<file path="config.mk">
export PLATFORM = sky130hd
export DESIGN_NAME = matrix_io_ctrl
export DESIGN_NICKNAME = d
export VERILOG_FILES = /design/src/rtl/matrix_io_pkg.sv /design/src/rtl/matrix_io_ctrl_dwell_timer.sv /design/src/rtl/matrix_io_ctrl.sv
export SDC_FILE = /design/constraint.sdc
export NUM_CORES = 1
export LEC_CHECK = 0
export CAP_MARGIN = 20
export CORE_MARGIN = 2
export CORE_UTILIZATION = 56
export DETAILED_ROUTE_END_ITERATION = 7
export PLACE_DENSITY_LB_ADDON = 0.1
export SLEW_MARGIN = 30
export SYNTH_ARGS = -nofsm -noshare
export SYNTH_HDL_FRONTEND = slang
export SYNTH_SLANG_ARGS = --single-unit
</file>
<file path="constraint.sdc">
create_clock -name clk_i -period 3.16 [get_ports clk_i]
set_clock_uncertainty 0.1 [all_clocks]
set_input_delay 0.474 -clock clk_i [delete_from_list [all_inputs] [get_ports clk_i]]
set_output_delay 0.474 -clock clk_i [all_outputs]
set_load 0.03 [all_outputs]
</file>
<file path="src/rtl/matrix_io_pkg.sv">
// Shared types for the matrix I/O controller: state encoding, phase codes
// and a width helper used by the controller and its dwell timer.
package matrix_io_pkg;

  typedef enum logic [1:0] {
    ST_LOAD    = 2'd0,
    ST_COMPUTE = 2'd1,
    ST_DISPLAY = 2'd2
  } state_e;

  localparam logic [1:0] PHASE_LOAD    = 2'd0;
  localparam logic [1:0] PHASE_COMPUTE = 2'd1;
  localparam logic [1:0] PHASE_DISPLAY = 2'd2;

  // Counter/index width that never collapses to zero bits.
  function automatic int clog2_min1(input int n);
    return (n > 1) ? $clog2(n) : 1;
  endfunction

endpackage

</file>
<file path="src/rtl/matrix_io_ctrl_dwell_timer.sv">
// Dwell timer: down-counter reloaded with dwell_cycles_p-1. expired_o pulses
// on the last cycle of each dwell (or early when end_i is raised), and the
// counter reloads on that same edge so back-to-back dwells are gapless.
module dwell_timer
  import matrix_io_pkg::*;
#(
  parameter int dwell_cycles_p = 4
) (
  input  logic clk_i,
  input  logic reset_n_i,
  input  logic en_i,
  input  logic clear_i,
  input  logic end_i,
  output logic expired_o
);

  localparam int cnt_w_lp = clog2_min1(dwell_cycles_p);
  localparam logic [cnt_w_lp-1:0] reload_lp = cnt_w_lp'(dwell_cycles_p - 1);

  logic [cnt_w_lp-1:0] count_q;

  assign expired_o = en_i & ((count_q == '0) | end_i);

  // Count down while enabled; reload on clear or at terminal count.
  always_ff @(posedge clk_i) begin
    if (!reset_n_i) begin
      count_q <= reload_lp;
    end else if (clear_i || expired_o) begin
      count_q <= reload_lp;
    end else if (en_i) begin
      count_q <= count_q - 1'b1;
    end
  end

endmodule

</file>
<file path="src/rtl/matrix_io_ctrl.sv">
// Matrix I/O controller: assembles serial operand bits into words for the
// array, collects results into a small buffer, then shows each result for a
// fixed dwell before starting the next job.
// Optional feature: define MATRIX_IO_CTRL_SKIP_EN to add skip_i, which cuts
// the current display dwell short.
//
// state      | meaning
// LOAD       | shifting in operand bits, handing words to the array
// COMPUTE    | all operands delivered, waiting for results
// DISPLAY    | stepping through buffered results, one dwell each
module matrix_io_ctrl
  import matrix_io_pkg::*;
#(
  parameter int width_p        = 8,
  parameter int num_operands_p = 8,
  parameter int num_results_p  = 4,
  parameter int dwell_cycles_p = 60000000
) (
  input  logic                                  clk_i,
  input  logic                                  reset_n_i,
  input  logic                                  bit_valid_i,
  input  logic                                  bit_i,
  output logic                                  bit_ready_o,
  output logic                                  load_valid_o,
  output logic [width_p-1:0]                    load_data_o,
  input  logic                                  load_ready_i,
  input  logic                                  res_valid_i,
  input  logic [width_p-1:0]                    res_data_i,
  output logic                                  res_ready_o,
  output logic                                  disp_valid_o,
  output logic [width_p-1:0]                    disp_data_o,
  output logic [clog2_min1(num_results_p)-1:0]  disp_index_o,
`ifdef MATRIX_IO_CTRL_SKIP_EN
  input  logic                                  skip_i,
`endif
  input  logic                                  abort_i,
  output logic [1:0]                            phase_o
);

  localparam int ridx_w_lp = clog2_min1(num_results_p);
  localparam int bcnt_w_lp = $clog2(width_p + 1);
  localparam int wcnt_w_lp = $clog2(num_operands_p + 1);

  state_e                 state_q, state_d;
  logic [width_p-1:0]     shift_q;
  logic [bcnt_w_lp-1:0]   bit_cnt_q;
  logic                   pending_q;
  logic [wcnt_w_lp-1:0]   word_cnt_q;
  logic [width_p-1:0]     buf_q [num_results_p];
  logic [ridx_w_lp-1:0]   wr_idx_q;
  logic [ridx_w_lp-1:0]   disp_idx_q;

  logic in_load, in_display;
  logic bit_acc, load_xfer, res_wr;
  logic last_bit, last_word, last_res, last_idx;
  logic dwell_exp, dwell_end, job_done, clr_all;

  assign in_load    = (state_q == ST_LOAD);
  assign in_display = (state_q == ST_DISPLAY);

  assign bit_ready_o  = in_load & ~pending_q;
  assign load_valid_o = in_load & pending_q;
  assign load_data_o  = load_valid_o ? shift_q : '0;
  assign res_ready_o  = ~in_display;

  // abort_i wins over any handshake in the same cycle.
  assign bit_acc   = bit_valid_i & bit_ready_o & ~abort_i;
  assign load_xfer = load_valid_o & load_ready_i & ~abort_i;
  assign res_wr    = res_valid_i & res_ready_o & ~abort_i;

  assign last_bit  = (bit_cnt_q == bcnt_w_lp'(width_p - 1));
  assign last_word = (word_cnt_q == wcnt_w_lp'(num_operands_p - 1));
  assign last_res  = (wr_idx_q == ridx_w_lp'(num_results_p - 1));
  assign last_idx  = (disp_idx_q == ridx_w_lp'(num_results_p - 1));

  assign job_done = in_display & dwell_exp & last_idx;
  assign clr_all  = abort_i | job_done;

  assign disp_valid_o = in_display;
  assign disp_data_o  = in_display ? buf_q[disp_idx_q] : '0;
  assign disp_index_o = disp_idx_q;
  assign phase_o      = state_q;

`ifdef MATRIX_IO_CTRL_SKIP_EN
  assign dwell_end = skip_i;
`else
  assign dwell_end = 1'b0;
`endif

  dwell_timer #(
    .dwell_cycles_p(dwell_cycles_p)
  ) u_dwell_timer (
    .clk_i    (clk_i),
    .reset_n_i(reset_n_i),
    .en_i     (in_display),
    .clear_i  (~in_display | abort_i),
    .end_i    (dwell_end),
    .expired_o(dwell_exp)
  );

  // State register.
  always_ff @(posedge clk_i) begin
    if (!reset_n_i) state_q <= ST_LOAD;
    else            state_q <= state_d;
  end

  // Next-state: a full result buffer takes priority over finishing the load.
  always_comb begin
    state_d = state_q;
    if (abort_i) begin
      state_d = ST_LOAD;
    end else begin
      case (state_q)
        ST_LOAD: begin
          if (res_wr && last_res)        state_d = ST_DISPLAY;
          else if (load_xfer && last_word) state_d = ST_COMPUTE;
        end
        ST_COMPUTE: begin
          if (res_wr && last_res) state_d = ST_DISPLAY;
        end
        ST_DISPLAY: begin
          if (job_done) state_d = ST_LOAD;
        end
        default: state_d = ST_LOAD;
      endcase
    end
  end

  // Bit assembly, pending word and operand word count.
  always_ff @(posedge clk_i) begin
    if (!reset_n_i || clr_all) begin
      shift_q    <= '0;
      bit_cnt_q  <= '0;
      pending_q  <= 1'b0;
      word_cnt_q <= '0;
    end else begin
      if (bit_acc) begin
        shift_q <= (shift_q << 1) | width_p'(bit_i);
        if (last_bit) begin
          bit_cnt_q <= '0;
          pending_q <= 1'b1;
        end else begin
          bit_cnt_q <= bit_cnt_q + 1'b1;
        end
      end
      if (load_xfer) begin
        pending_q  <= 1'b0;
        word_cnt_q <= word_cnt_q + 1'b1;
      end
    end
  end

  // Result buffer; write index stops at the last slot since the FSM leaves
  // for DISPLAY on that write.
  always_ff @(posedge clk_i) begin
    if (!reset_n_i || clr_all) begin
      for (int i = 0; i < num_results_p; i++) buf_q[i] <= '0;
      wr_idx_q <= '0;
    end else if (res_wr) begin
      buf_q[wr_idx_q] <= res_data_i;
      if (!last_res) wr_idx_q <= wr_idx_q + 1'b1;
    end
  end

  // Display index advances once per expired dwell.
  always_ff @(posedge clk_i) begin
    if (!reset_n_i || clr_all) begin
      disp_idx_q <= '0;
    end else if (in_display && dwell_exp && !last_idx) begin
      disp_idx_q <= disp_idx_q + 1'b1;
    end
  end

endmodule

</file>
==> impl_summary.md <==
Status
The run finished with clean final reports.

Power
The power per cell area is 443 nW/um2. IR analysis of the VDD net gives a maximum drop of 0.327 mV. The leakage power of the design is 1.64 nW.

Synth
The complex-gate fraction of the synthesized area came to 0.0151. The leading area contributor after synthesis is dfxtp_1. The number of warnings printed during yosys synthesis is 0.

The portion of synthesized area spent on multiplexers is 0.0884. The share of synthesized area in the top cell type comes to 0.273. The number of enable flip-flop cells after synthesis is 32. The simple-gate share of the synthesized area is 0.261.

For this run, the leading register cell type out of synthesis is dfxtp_1. The largest family of logic cells by synthesized area is simple AND/OR/NAND/NOR gates. The number of nets in the synthesized netlist is 365. The post-synth design cell area is 3740 um2. The mean instance size in the synthesized netlist is 10.9 um2. Yosys attributes the largest share of cell area to dfxtp_1, edfxtp_1, and2_1, xnor2_1, mux4_2. Of the total synthesized cell area, the portion taken by full adders, half adders and majority gates is 0.0201. For this run, the register share of the synthesized area comes to 0.530. Synthesis handed over a netlist of 344 instances. Counting flops with an async set or reset pin after synthesis yields a share of 0. In this run, distinct cell masters in the synthesized netlist total 37. The synthesized design contains 83 register bits.

Of the total synthesized cell area, the portion taken by XOR and XNOR cells is 0.0656.

Clock tree
The clock slew seen by the registers of the worst setup and hold paths is 80 ps. CTS placed an instance of clkbuf_8 at the clock tree root. The buffers inserted during post-CTS setup optimization is 0.

The maximum number of buffers from clock root to sink is 2. The H-tree level count is 3. The count of cells resized by post-cts repair is 0. The CTS tree is yes.

In this run, post-CTS hold repair placed 0 buffers. For the worst-skew pair, the clock arrives at the later sink with an insertion delay of 350 ps. The clock drives 83 sinks.

In this run, CTS created clock tree buffers numbering 9.

STA
The final critical path time including I/O delays and setup is 2900 ps. The fmax is 345 MHz. For the final routed database, the setup TNS stands at 0 ps. The number of slew-limit violations in the final report is 0. Setup violations remaining at the end of the flow were counted as 0. The number of hold violations in the final report came to 0. The minimum hold slack is 311 ps.

Measured against its own limit, the worst slew margin works out to 0.624. The share of the clock period used by the worst path after layout is 0.917. Setup repair after global routing left no endpoint under its margin. The slew at the pin closest to its max-slew limit is 562 ps. In the post-route analysis, the smallest setup slack over all paths is 261 ps.

Routing
The routed length per placed instance is 14.5 um. The total iterations of the first detailed-routing run is 4. The total number of vias is 2547. The detail route stage leaves a number of antenna-violating nets equal to 0. The detailed-route wire length is 6.85 mm.

The number of DRC violations after detailed-routing iteration 0 is 165. The post-route DRC violation count is 0. After detailed routing, the number of vias per cell comes to 5.38.

Global route
The global-route track usage on met3 is 0.0298. The final global-route overflow total is 0. The aggregate global-route resource usage is 0.205. The met2 usage in global routing is 0.299. The number of antenna violations at the first check in global routing is 0. The first global-routing pass estimated 11.6 mm of wire.

Entering global routing, the biggest net connects 18 pins. The global routing stage identified its most utilized layer as met2. The met1 demand-to-capacity share in global routing is 0.296.

The via count of the first global-routing pass is 2489.

Worst setup path
Traced cell by cell, the critical path runs through mux4_2 > and2_1 > clkdlybuf4s50_1. The type of element launching the critical path is a flop. The library cell contributing the largest single delay on the critical path is dfxtp_1. The maximum net fanout on the critical path is 8. Data on the critical path is required at its endpoint by 2590 ps. STA classifies the critical path endpoint as an output port. The critical path arrival is 2330 ps. The type of the setup path with the least slack is flop to output port. The maximum cell stage delay along the critical path is 660 ps.

Cells and area
The library cell used most frequently in the layout, excluding fill and tap cells, is dfxtp_1. The number of fillers in the final layout is 492. The number of antenna diodes in the final layout is 0. The fraction of layout cells with a size suffix above 1 is 0.106.

The post-layout instance area is 4430 um2. At the end of the flow the core is filled with cells to 0.693. The storage element area is 1980 um2.

Leaving out fill and tap cells, the most frequent cells in the layout are dfxtp_1, and2_1, clkdlybuf4s50_1, nor2_1, edfxtp_1. For this run, the post-layout net count is 412. The area growth from synthesis to layout is 18.4%. The multi-input combinational cells in the finished layout cover a total of 1680 um2.

Floorplanning
The die span in x is 85.7 um. The die height is 85.7 um. The I/O pin total is 39. After floorplanning, the core was divided into 29 placement rows. The die area is 7340 um2.

The initial core utilization is 0.585. After floorplanning, the core was sized to cover 6390 um2.

Placement
The worst-case setup slack after placement is 583 ps. The placed standard-cell area is 4230 um2. Summed over all nets, the half-perimeter wirelength after detailed placement is 4.75 mm. The final weighted congestion of routability-driven global placement is 0.835. The count of port buffers added during placement is 38.

Run
The number of violations of the max-capacitance limit is 0.

Min path
The type of the tightest min-delay check is flop to flop.
## stage by stage
step	power, mW	std cells
after global placement	1.24	457
after global routing	2.02	473
after CTS	1.98	473
after detailed placement	1.24	457
after floorplan	1.20	344
final	1.96	473
## synth_stat cells, types with 2 or more instances
| cell | count |
|---|---|
| inv_1 | 5 |
| nor4_1 | 7 |
| edfxtp_1 | 32 |
| or2_2 | 6 |
| nand2_1 | 29 |
| and3_1 | 2 |
| a31o_2 | 2 |
| or4_1 | 2 |
| nand2b_1 | 4 |
| nor4_4 | 2 |
| buf_2 | 2 |
| nor2_1 | 37 |
| nand3b_1 | 2 |
| a31oi_1 | 2 |
| nor2b_1 | 2 |
| ha_1 | 6 |
| xnor2_1 | 24 |
| or3_1 | 5 |
| nand4_1 | 2 |
| mux4_2 | 8 |
| and2_1 | 48 |
| nor3_1 | 23 |
| mux2i_1 | 15 |
| xor2_1 | 4 |
| nand3_1 | 4 |
| clkbuf_1 | 6 |
| dfxtp_1 | 51 |
| nor3b_1 | 3 |
## final cells by class
type	instances	area share
timing repair buffer	47	0.101
sequential	83	0.448
inverter	5	0.00424
clock buffer	13	0.0410
tap	77	0.0218
multi-input combinational	245	0.380
clock inverter	3	0.00396
## state kept, by name, summed over array words and instances, names as in the netlist, named ones only
signal	count
u_dwell_timer.count_q	26
bit_cnt_q	4
phase_o	2
pending_q	1
word_cnt_q	4
shift_q	8
buf_q	32
disp_index_o	2
wr_idx_q	2
## metal layers
layer | part of all wire | up-vias
met3 | 0.036 | 12
li1 | - | 1285
met5 | 0 | -
met1 | 0.50 | 1193
met4 | 0.024 | 0
met2 | 0.44 | 57
## power breakdown
group	internal, mW	switching [mW]	leakage (nW)
combinational	0.0388	0.0361	0.776
clock	0.380	0.366	0.0997
sequential	1.13	0.00826	0.768
total	1.55	0.410	1.64
## kinds of logic after synthesis
kind of cell | Yosys count
simple gates | 180
flops | 83
xor+xnor | 28
mux | 23
buf+inv | 16
compound gates | 8
fa+ha+maj | 6
## critical path, delay by kind of cell, from the launching register on
family / cells / cell delay (ps)
and+or+nand+nor: 1 / 160
muxes: 1 / 570
DFF: 1 / 660
buffers and inverters: 1 / 580
## worst paths after layout
check,end,start,cells after the start,slack [ps]
hold / removal,u_dwell_timer.count_q[0]$_SDFFE_PP1N_,u_dwell_timer.count_q[0]$_SDFFE_PP1N_,1,310
setup / recovery,disp_data_o[7],flop,3,260
setup reg to reg,buf_q[0][0]$_SDFFCE_PN0P_,u_dwell_timer.count_q[8]$_SDFFE_PP0N_,5,600
hold reg to reg,u_dwell_timer.count_q[0]$_SDFFE_PP1N_,u_dwell_timer.count_q[0]$_SDFFE_PP1N_,1,310
Note: power is estimated with default switching activity, not from simulation.
